[src/rtl/ram_pkg.sv]
// Shared definitions for the byte-enable RAM: sequencer state encoding,
// lane parity and byte-enable to bit-mask expansion.
// Helpers work on fixed maximum widths; callers cast to their own widths.
package ram_pkg;

    localparam int MAX_DATA_W = 128;
    localparam int MAX_NB     = 128;
    localparam int MAX_LANE_W = 128;

    typedef enum logic {
        CLEAR = 1'b0,
        RUN   = 1'b1
    } ram_state_e;

    // Even parity bit of one lane (zero-extended by the caller).
    function automatic logic parity(input logic [MAX_LANE_W-1:0] v);
        return ^v;
    endfunction

    // Expand one enable bit per lane into one enable bit per data bit.
    function automatic logic [MAX_DATA_W-1:0] lane_mask(input logic [MAX_NB-1:0] be,
                                                        input int lane_w);
        logic [MAX_DATA_W-1:0] m;
        m = '0;
        for (int b = 0; b < MAX_DATA_W; b++) begin
            m[b] = be[b / lane_w];
        end
        return m;
    endfunction

endpackage

[src/rtl/ram_clear_seq.sv]
// Clear sequencer: sweeps every address once after reset or on clr, then
// hands the array over to normal request traffic.
//
// state | meaning
// ------+---------------------------------------------------------------
// CLEAR | writing INIT_VALUE to address cnt, one location per cycle
// RUN   | sweep done, requests may be accepted
module ram_clear_seq
    import ram_pkg::*;
#(
    parameter int ADDR_W = 4
) (
    input  logic              clk,
    input  logic              rst_n,
    input  logic              clr,
    output logic              init_busy,
    output logic              sweep_we,
    output logic [ADDR_W-1:0] sweep_addr,
    output logic              run
);

    localparam logic [ADDR_W-1:0] LAST_ADDR = '1;

    ram_state_e        state, state_nxt;
    logic [ADDR_W-1:0] cnt, cnt_nxt;

    // State and sweep counter registers.
    always_ff @(posedge clk or negedge rst_n) begin
        if (!rst_n) begin
            state <= CLEAR;
            cnt   <= '0;
        end else begin
            state <= state_nxt;
            cnt   <= cnt_nxt;
        end
    end

    // Next-state: clr always restarts the sweep from address 0.
    always_comb begin
        state_nxt = state;
        cnt_nxt   = cnt;
        case (state)
            CLEAR: begin
                if (clr) begin
                    cnt_nxt = '0;
                end else if (cnt == LAST_ADDR) begin
                    state_nxt = RUN;
                    cnt_nxt   = '0;
                end else begin
                    cnt_nxt = cnt + 1'b1;
                end
            end
            RUN: begin
                if (clr) begin
                    state_nxt = CLEAR;
                    cnt_nxt   = '0;
                end
            end
            default: begin
                state_nxt = CLEAR;
                cnt_nxt   = '0;
            end
        endcase
    end

    assign init_busy  = (state == CLEAR);
    assign sweep_we   = (state == CLEAR);
    assign sweep_addr = cnt;
    assign run        = (state == RUN);

endmodule

[src/rtl/sync_ram_be.sv]
// Single-port synchronous RAM with valid/ready requests, per-lane byte
// enables, a one-cycle registered read response and a hardware clear sweep.
// Optional build macro RAM_PARITY_EN adds one even-parity bit per lane and
// flags mismatches on read responses through rsp_perr.
module sync_ram_be
    import ram_pkg::*;
#(
    parameter int                DATA_W     = 8,
    parameter int                LANE_W     = 8,
    parameter int                ADDR_W     = 4,
    parameter logic [DATA_W-1:0] INIT_VALUE = '0
) (
    input  logic                       clk,
    input  logic                       rst_n,
    input  logic                       clr,
    input  logic                       req_valid,
    output logic                       req_ready,
    input  logic                       req_we,
    input  logic [ADDR_W-1:0]          req_addr,
    input  logic [DATA_W-1:0]          req_wdata,
    input  logic [DATA_W/LANE_W-1:0]   req_be,
    output logic                       rsp_valid,
    output logic [DATA_W-1:0]          rsp_rdata,
    output logic                       rsp_perr,
    output logic                       init_busy
);

    localparam int NB    = DATA_W / LANE_W;
    localparam int DEPTH = 2 ** ADDR_W;

    logic              run;
    logic              sweep_we;
    logic [ADDR_W-1:0] sweep_addr;
    logic              accept, wr_acc, rd_acc;
    logic [DATA_W-1:0] wmask;
    logic [DATA_W-1:0] mem [DEPTH];

    ram_clear_seq #(.ADDR_W(ADDR_W)) u_clear_seq (
        .clk        (clk),
        .rst_n      (rst_n),
        .clr        (clr),
        .init_busy  (init_busy),
        .sweep_we   (sweep_we),
        .sweep_addr (sweep_addr),
        .run        (run)
    );

    // clr blocks acceptance in the same cycle it is seen.
    assign req_ready = run & ~clr;
    assign accept    = req_valid & req_ready;
    assign wr_acc    = accept & req_we;
    assign rd_acc    = accept & ~req_we;
    assign wmask     = DATA_W'(lane_mask(MAX_NB'(req_be), LANE_W));

    // Array write port; sweep and request writes never coincide since
    // requests are only accepted in RUN.
    always_ff @(posedge clk) begin
        if (sweep_we) begin
            mem[sweep_addr] <= INIT_VALUE;
        end else if (wr_acc) begin
            mem[req_addr] <= (mem[req_addr] & ~wmask) | (req_wdata & wmask);
        end
    end

    // Registered read response; data holds between responses.
    always_ff @(posedge clk or negedge rst_n) begin
        if (!rst_n) begin
            rsp_valid <= 1'b0;
            rsp_rdata <= '0;
        end else begin
            rsp_valid <= rd_acc;
            if (rd_acc) begin
                rsp_rdata <= mem[req_addr];
            end
        end
    end

`ifdef RAM_PARITY_EN
    logic [NB-1:0] par_mem [DEPTH];
    logic [NB-1:0] wpar;

    function automatic logic [NB-1:0] word_par(input logic [DATA_W-1:0] w);
        logic [NB-1:0] p;
        for (int i = 0; i < NB; i++) begin
            p[i] = parity(MAX_LANE_W'(w[i*LANE_W +: LANE_W]));
        end
        return p;
    endfunction

    assign wpar = word_par(req_wdata);

    // Parity store tracks the data array lane by lane.
    always_ff @(posedge clk) begin
        if (sweep_we) begin
            par_mem[sweep_addr] <= word_par(INIT_VALUE);
        end else if (wr_acc) begin
            for (int i = 0; i < NB; i++) begin
                if (req_be[i]) begin
                    par_mem[req_addr][i] <= wpar[i];
                end
            end
        end
    end

    // Error flag accompanies the read response only.
    always_ff @(posedge clk or negedge rst_n) begin
        if (!rst_n) begin
            rsp_perr <= 1'b0;
        end else begin
            rsp_perr <= rd_acc && (par_mem[req_addr] != word_par(mem[req_addr]));
        end
    end
`else
    assign rsp_perr = 1'b0;
`endif

endmodule

[config.mk]
export PLATFORM = sky130hd
export DESIGN_NAME = sync_ram_be
export DESIGN_NICKNAME = d
export VERILOG_FILES = /design/src/rtl/ram_pkg.sv /design/src/rtl/ram_clear_seq.sv /design/src/rtl/sync_ram_be.sv
export SDC_FILE = /design/constraint.sdc
export NUM_CORES = 1
export LEC_CHECK = 0
export ABC_CLOCK_PERIOD_IN_PS = 2000
export CAP_MARGIN = 20
export CORE_UTILIZATION = 54
export CTS_CLUSTER_DIAMETER = 200
export DETAILED_ROUTE_END_ITERATION = 12
export PLACE_DENSITY_LB_ADDON = 0.2
export SKIP_LAST_GASP = 1
export SYNTH_ARGS = -nofsm -noshare
export SYNTH_HDL_FRONTEND = slang
export SYNTH_HIERARCHICAL = 1
export SYNTH_SLANG_ARGS = --single-unit
[constraint.sdc]
create_clock -name clk -period 2 [get_ports clk]
set_input_delay 0.6 -clock clk [delete_from_list [all_inputs] [get_ports clk]]
set_output_delay 0.6 -clock clk [all_outputs]
set_load 0.005 [all_outputs]
; ---- Yosys cells after proc, flatten, opt, wreduce, memory -nomap -nowiden
; Memory sizes are Yosys's and may differ from the RTL's.
; Index checks and enable logic that the tools add are counted.
[op_classes]
add_sub_neg = 1
eq_ne = 2
n_mux = 15
bitwise_logic = 11
reduce_logical = 1
[ops]
columns = operator, count
row1 = 8-bit AND, 2
row2 = 4-bit 2-to-1 mux, 4
row3 = 1-bit 2-to-1 mux, 8
row4 = 8-bit 2-to-1 mux, 1
row5 = 8-bit inverter, 1
row6 = 8-bit bitwise OR, 1
row7 = 4-bit one-hot mux with 2 select lines, 1
row8 = 8-bit OR reduction, 1
row9 = "4-bit by 1-bit adder with 4-bit output, second input constant", 1
row10 = 1-bit AND, 4
row11 = "4-bit == test, second input constant", 1
row12 = 1-bit inverter, 3
row13 = "2-bit != test, second input constant", 1
row14 = 1-bit one-hot mux with 2 select lines, 1
[totals]
regBits = 14
mem_bits_rw = 128
out_inout_bits = 12
memories = 1
[mem_list]
columns = name, depth, width, rd, rd_clocked_by_memory_dff, wr, line_no
row1 = mem, 16, 8, 1, 0, 1, sync_ram_be.sv:36  ; logic [DATA_W-1:0] mem [DEPTH];

; ---- Depth between registers and ports, before layout
[logic_depth]
depth_word = 9
mapped_depth = 7

; ---- By module
; Netlist, hierarchy kept.
[by_module_without_submodules]
columns = module, n_inst, cells_per_inst, area_each_um2
row1 = sync_ram_be, 1, 305, 5607.9
row2 = ram_clear_seq, 1, 22, 247.7

; ---- Worst setup path after synthesis
; OpenSTA, ideal clock, no wires.
[synth_timing]
path_type = input port to flip-flop
start = in req_addr[0]
end = mem mem[0][7] (data pin)
arrival_ns = 2.064
required_ns = 1.709
slack_ns = -0.356
path_stages = 7
path_buffers = 3
cell_sequence = buf_6 buf_12 buf_6 mux2i_1 a221o_1 o22a_1 a21oi_1
[synth_between]
elab_chain_len = 4
[synth_rtl]
columns = item, line_no
row1 = "start, declared", sync_ram_be.sv:19  ; input logic [ADDR_W-1:0] req_addr,
row2 = memory read 16 x 8 bit, -
row3 = 8-bit AND, sync_ram_be.sv:61  ; mem[req_addr] <= (mem[req_addr] & ~wmask) | (req_wdata & wmask);
row4 = 8-bit bitwise OR, sync_ram_be.sv:61
row5 = 8-bit 2-to-1 mux (no line), -
row6 = "end, declared", sync_ram_be.sv:36
; No other way between the ends.

; ---- Worst setup path after layout
[layout_timing]
start = in req_addr[2]
end = mem mem[9][0] (data pin)
; The elaborated chain is that of the path after synthesis.

==> results.toml <==
[timing]
min_period_ns = 2.02
worstMarginPinSlew_ns = 0.545
rsz0062_at_grt = "true"
setup_slack_ns = -0.0172
clock_skew_ns = 0.00941
finalSetupViolCount = 42
maxSlewHeadroom = 0.633
period_share = 1.01
fmax_mhz = 496
drv_slew = 0
hold_viol_final = 0
fin_tns_setup_ns = -0.306

[global_routing]
antenna_found_initial = 0
grt_max_degree = 17
groute.usage.overall = 0.264
grt-ovfl-total = 0
grt_pass1_wl_um = 20600
grt_pass1_vias = 3569

[final_layout]
layout.nets = 454
drive_above_1_share = 0.408
utilization = 0.761
num_antenna_cells = 0
final_cells = 584
syn2layout_area_growth_pct = 35.3

[die]
die_area_um2 = 11300
fp-row-count = 37
io_pins = 30
core_region_area_um2 = 10400
die_w_um = 106
fp.dieH_um = 106
start_util = 0.562

[yosys]
yosysMostFrequentCell = "edfxtp_1"
yosysWarnings = 6
netlist_top_cells_count = "edfxtp_1 (128), nor2_1 (29), mux2i_1 (26)"
postSynth.asyncResetShare = 0.0986
ys.flop_type = "edfxtp_1"
syn-cell-area_um2 = 5860
synth_nets = 346
yosysTopAreaCellShare = 0.656
synth_area_leaders = "edfxtp_1 (66%), dfrtp_1 (6.0%), mux4_2 (5.0%)"
synth_cells = 327
synth_enable_flop_cells = 128
syn_area_per_cell_um2 = 17.9
synth_largest_area_cell = "edfxtp_1"
ys_ff_latch = 142
synth.distinct_cells = 41
synth-seq-area-share = 0.716

[power]
pwr-share-clk = 0.464
total_power_w = 0.00716
p_per_area_nw_per_um2 = 903
swShare = 0.217
irDropWorstVdd_v = 0.000597
p_int_w = 0.00560
seq_power_share = 0.460
power_leakage_nw = 3.11
power_switching_w = 0.00156
pwr-share-comb = 0.076

[clock_tree]
tritoncts = "done"
clockRootBuffer = "clkbuf_8"
cts_buffers = 17
clock_sinks = 142
clk_latency_ns = 0.52
holdBufCountCts = 0
htreeDepth = 4
cts_max_path_buffers = 2
clk_pin_slew_ns = 0.07

[detailed_routing]
vias = 3474
drc = 0
wirelength_um = 14200
postRouteAntennaNets = 0
drt_pass1_iterations = 4
vias_per_cell = 5.95
drt-initial-drc-count = 256
routedWlPerCell_um = 24.3

[placed_design]
dp.cells = 516
port_buffers = 28
gp_congestion = 0.825
place_hpwl_um = 8230

[setup_path]
crit_fanout = 12
crit_type = "input port to flop"
critPathCaptureType = "flop"
startpoint_type = "input port"
worstPathArrival_ns = 2.28
rr_startpoint = "mem[11][1]"
cp-startpoint = "req_addr[2]"
required_ns = 2.26

[outcome]
run_status = "complete, but fails checks"
violations = "setup timing"

[run]
drv_cap = 0

[hold_path]
hold_path.class = "input port to async pin"
==> what timing repair did <==
item | 4_1_cts | 5_1_grt
pin swaps | 16 | 12
gates resized for setup | 20 | 21
endpoints found under the setup margin | 266 | 203
cloned | 1 | 1
buffers inserted | 22 | 12
==> cell families after synthesis <==
family | count (synthesis) | share of synthesized area
xor+xnor | 1 | 0.00150
mux | 55 | 0.154
buf+inv | 25 | 0.0254
compound gates | 47 | 0.0558
simple gates | 55 | 0.0442
other cells | 1 | 0.000640
fa+ha+maj | 1 | 0.00214
flops | 142 | 0.716
==> area by class of cell <==
type                    count  area [µm²]
flip-flops and latches    142        4190
clock buffers              18         418
fillers                   596        2490
well taps                 136         170
repair buffers            107        1140
inverters                   6        26.3
clock inverters            14         205
multi-input cells         161        1770
==> sequential cells by signal, indices dropped and copies added (netlist names) <==
signal / flops
u_clear_seq/sweep_addr: 4
rsp_rdata: 8
u_clear_seq/run: 1
mem: 128
rsp_valid: 1
==> placed cells by master (no fill, tap or decap), types with 6 or more instances in the layout <==
cell | Yosys | layout
edfxtp_1 | 128 | 128
buf_4 | 3 | 57
mux4_2 | 13 | 21
mux2i_1 | 26 | 20
buf_12 | 1 | 17
clkbuf_16 | 0 | 16
clkdlybuf4s50_1 | 0 | 15
dfrtp_1 | 14 | 14
nor2_4 | 0 | 13
nor2_1 | 29 | 12
nand2_1 | 10 | 10
o21ai_1 | 6 | 8
o21ai_0 | 10 | 8
a221o_1 | 7 | 7
a21oi_4 | 0 | 7
o22a_1 | 7 | 6
mux2i_2 | 0 | 6
==> stage by stage <==
stage,setup slack (ns),area [µm²],hold WS [ns]
finish,-0.0172,7930,0.405
global route,-0.0377,7930,0.401
CTS,0.000480,7730,0.399
detailed placement,-0.819,6830,0.485
global placement,-0.728,6830,0.474
floorplan,-0.182,6090,0.304
==> worst paths after layout <==
kind,to,slack [ns],depth (start not counted)
max,mem[9][0],-0.02,7
min,rsp_rdata[5],0.41,2
min reg2reg,rsp_rdata[0],0.51,2
max in group asynchronous,u_clear_seq/sweep_addr[3],1.41,2
max reg2reg,mem[10][1],0.02,5
min in group clk,rsp_rdata[0],0.51,2
==> layer usage <==
metal	global-route usage	vias up	share of wire	wire length [µm]
met2	0.437	137	0.51	7200
met1	0.352	1787	0.40	5660
li1	-	1525	-	-
met4	0.0952	0	0.029	417
met5	0	-	0	0
met3	0.0490	25	0.063	898
==> power by group through the flow <==
stage | Sequential, W | Combinational [W] | Clock [W]
after floorplan | 0.00335 | 0.000265 | 0
after global placement | 0.00335 | 0.000464 | 0
after detailed placement | 0.00336 | 0.000470 | 0
after CTS | 0.00329 | 0.000499 | 0.00334
after global routing | 0.00330 | 0.000569 | 0.00349
final | 0.00330 | 0.000542 | 0.00332
==> worst max-delay path, cell delays in order <==
cell and delay (ns):
clkdlybuf4s15_2 0.27, bufbuf_16 0.31, mux4_1 0.31, mux2i_2 0.25
o22a_1 0.25, a21oi_4 0.09, buf_12 0.17
(Power assumes the default switching activity.)
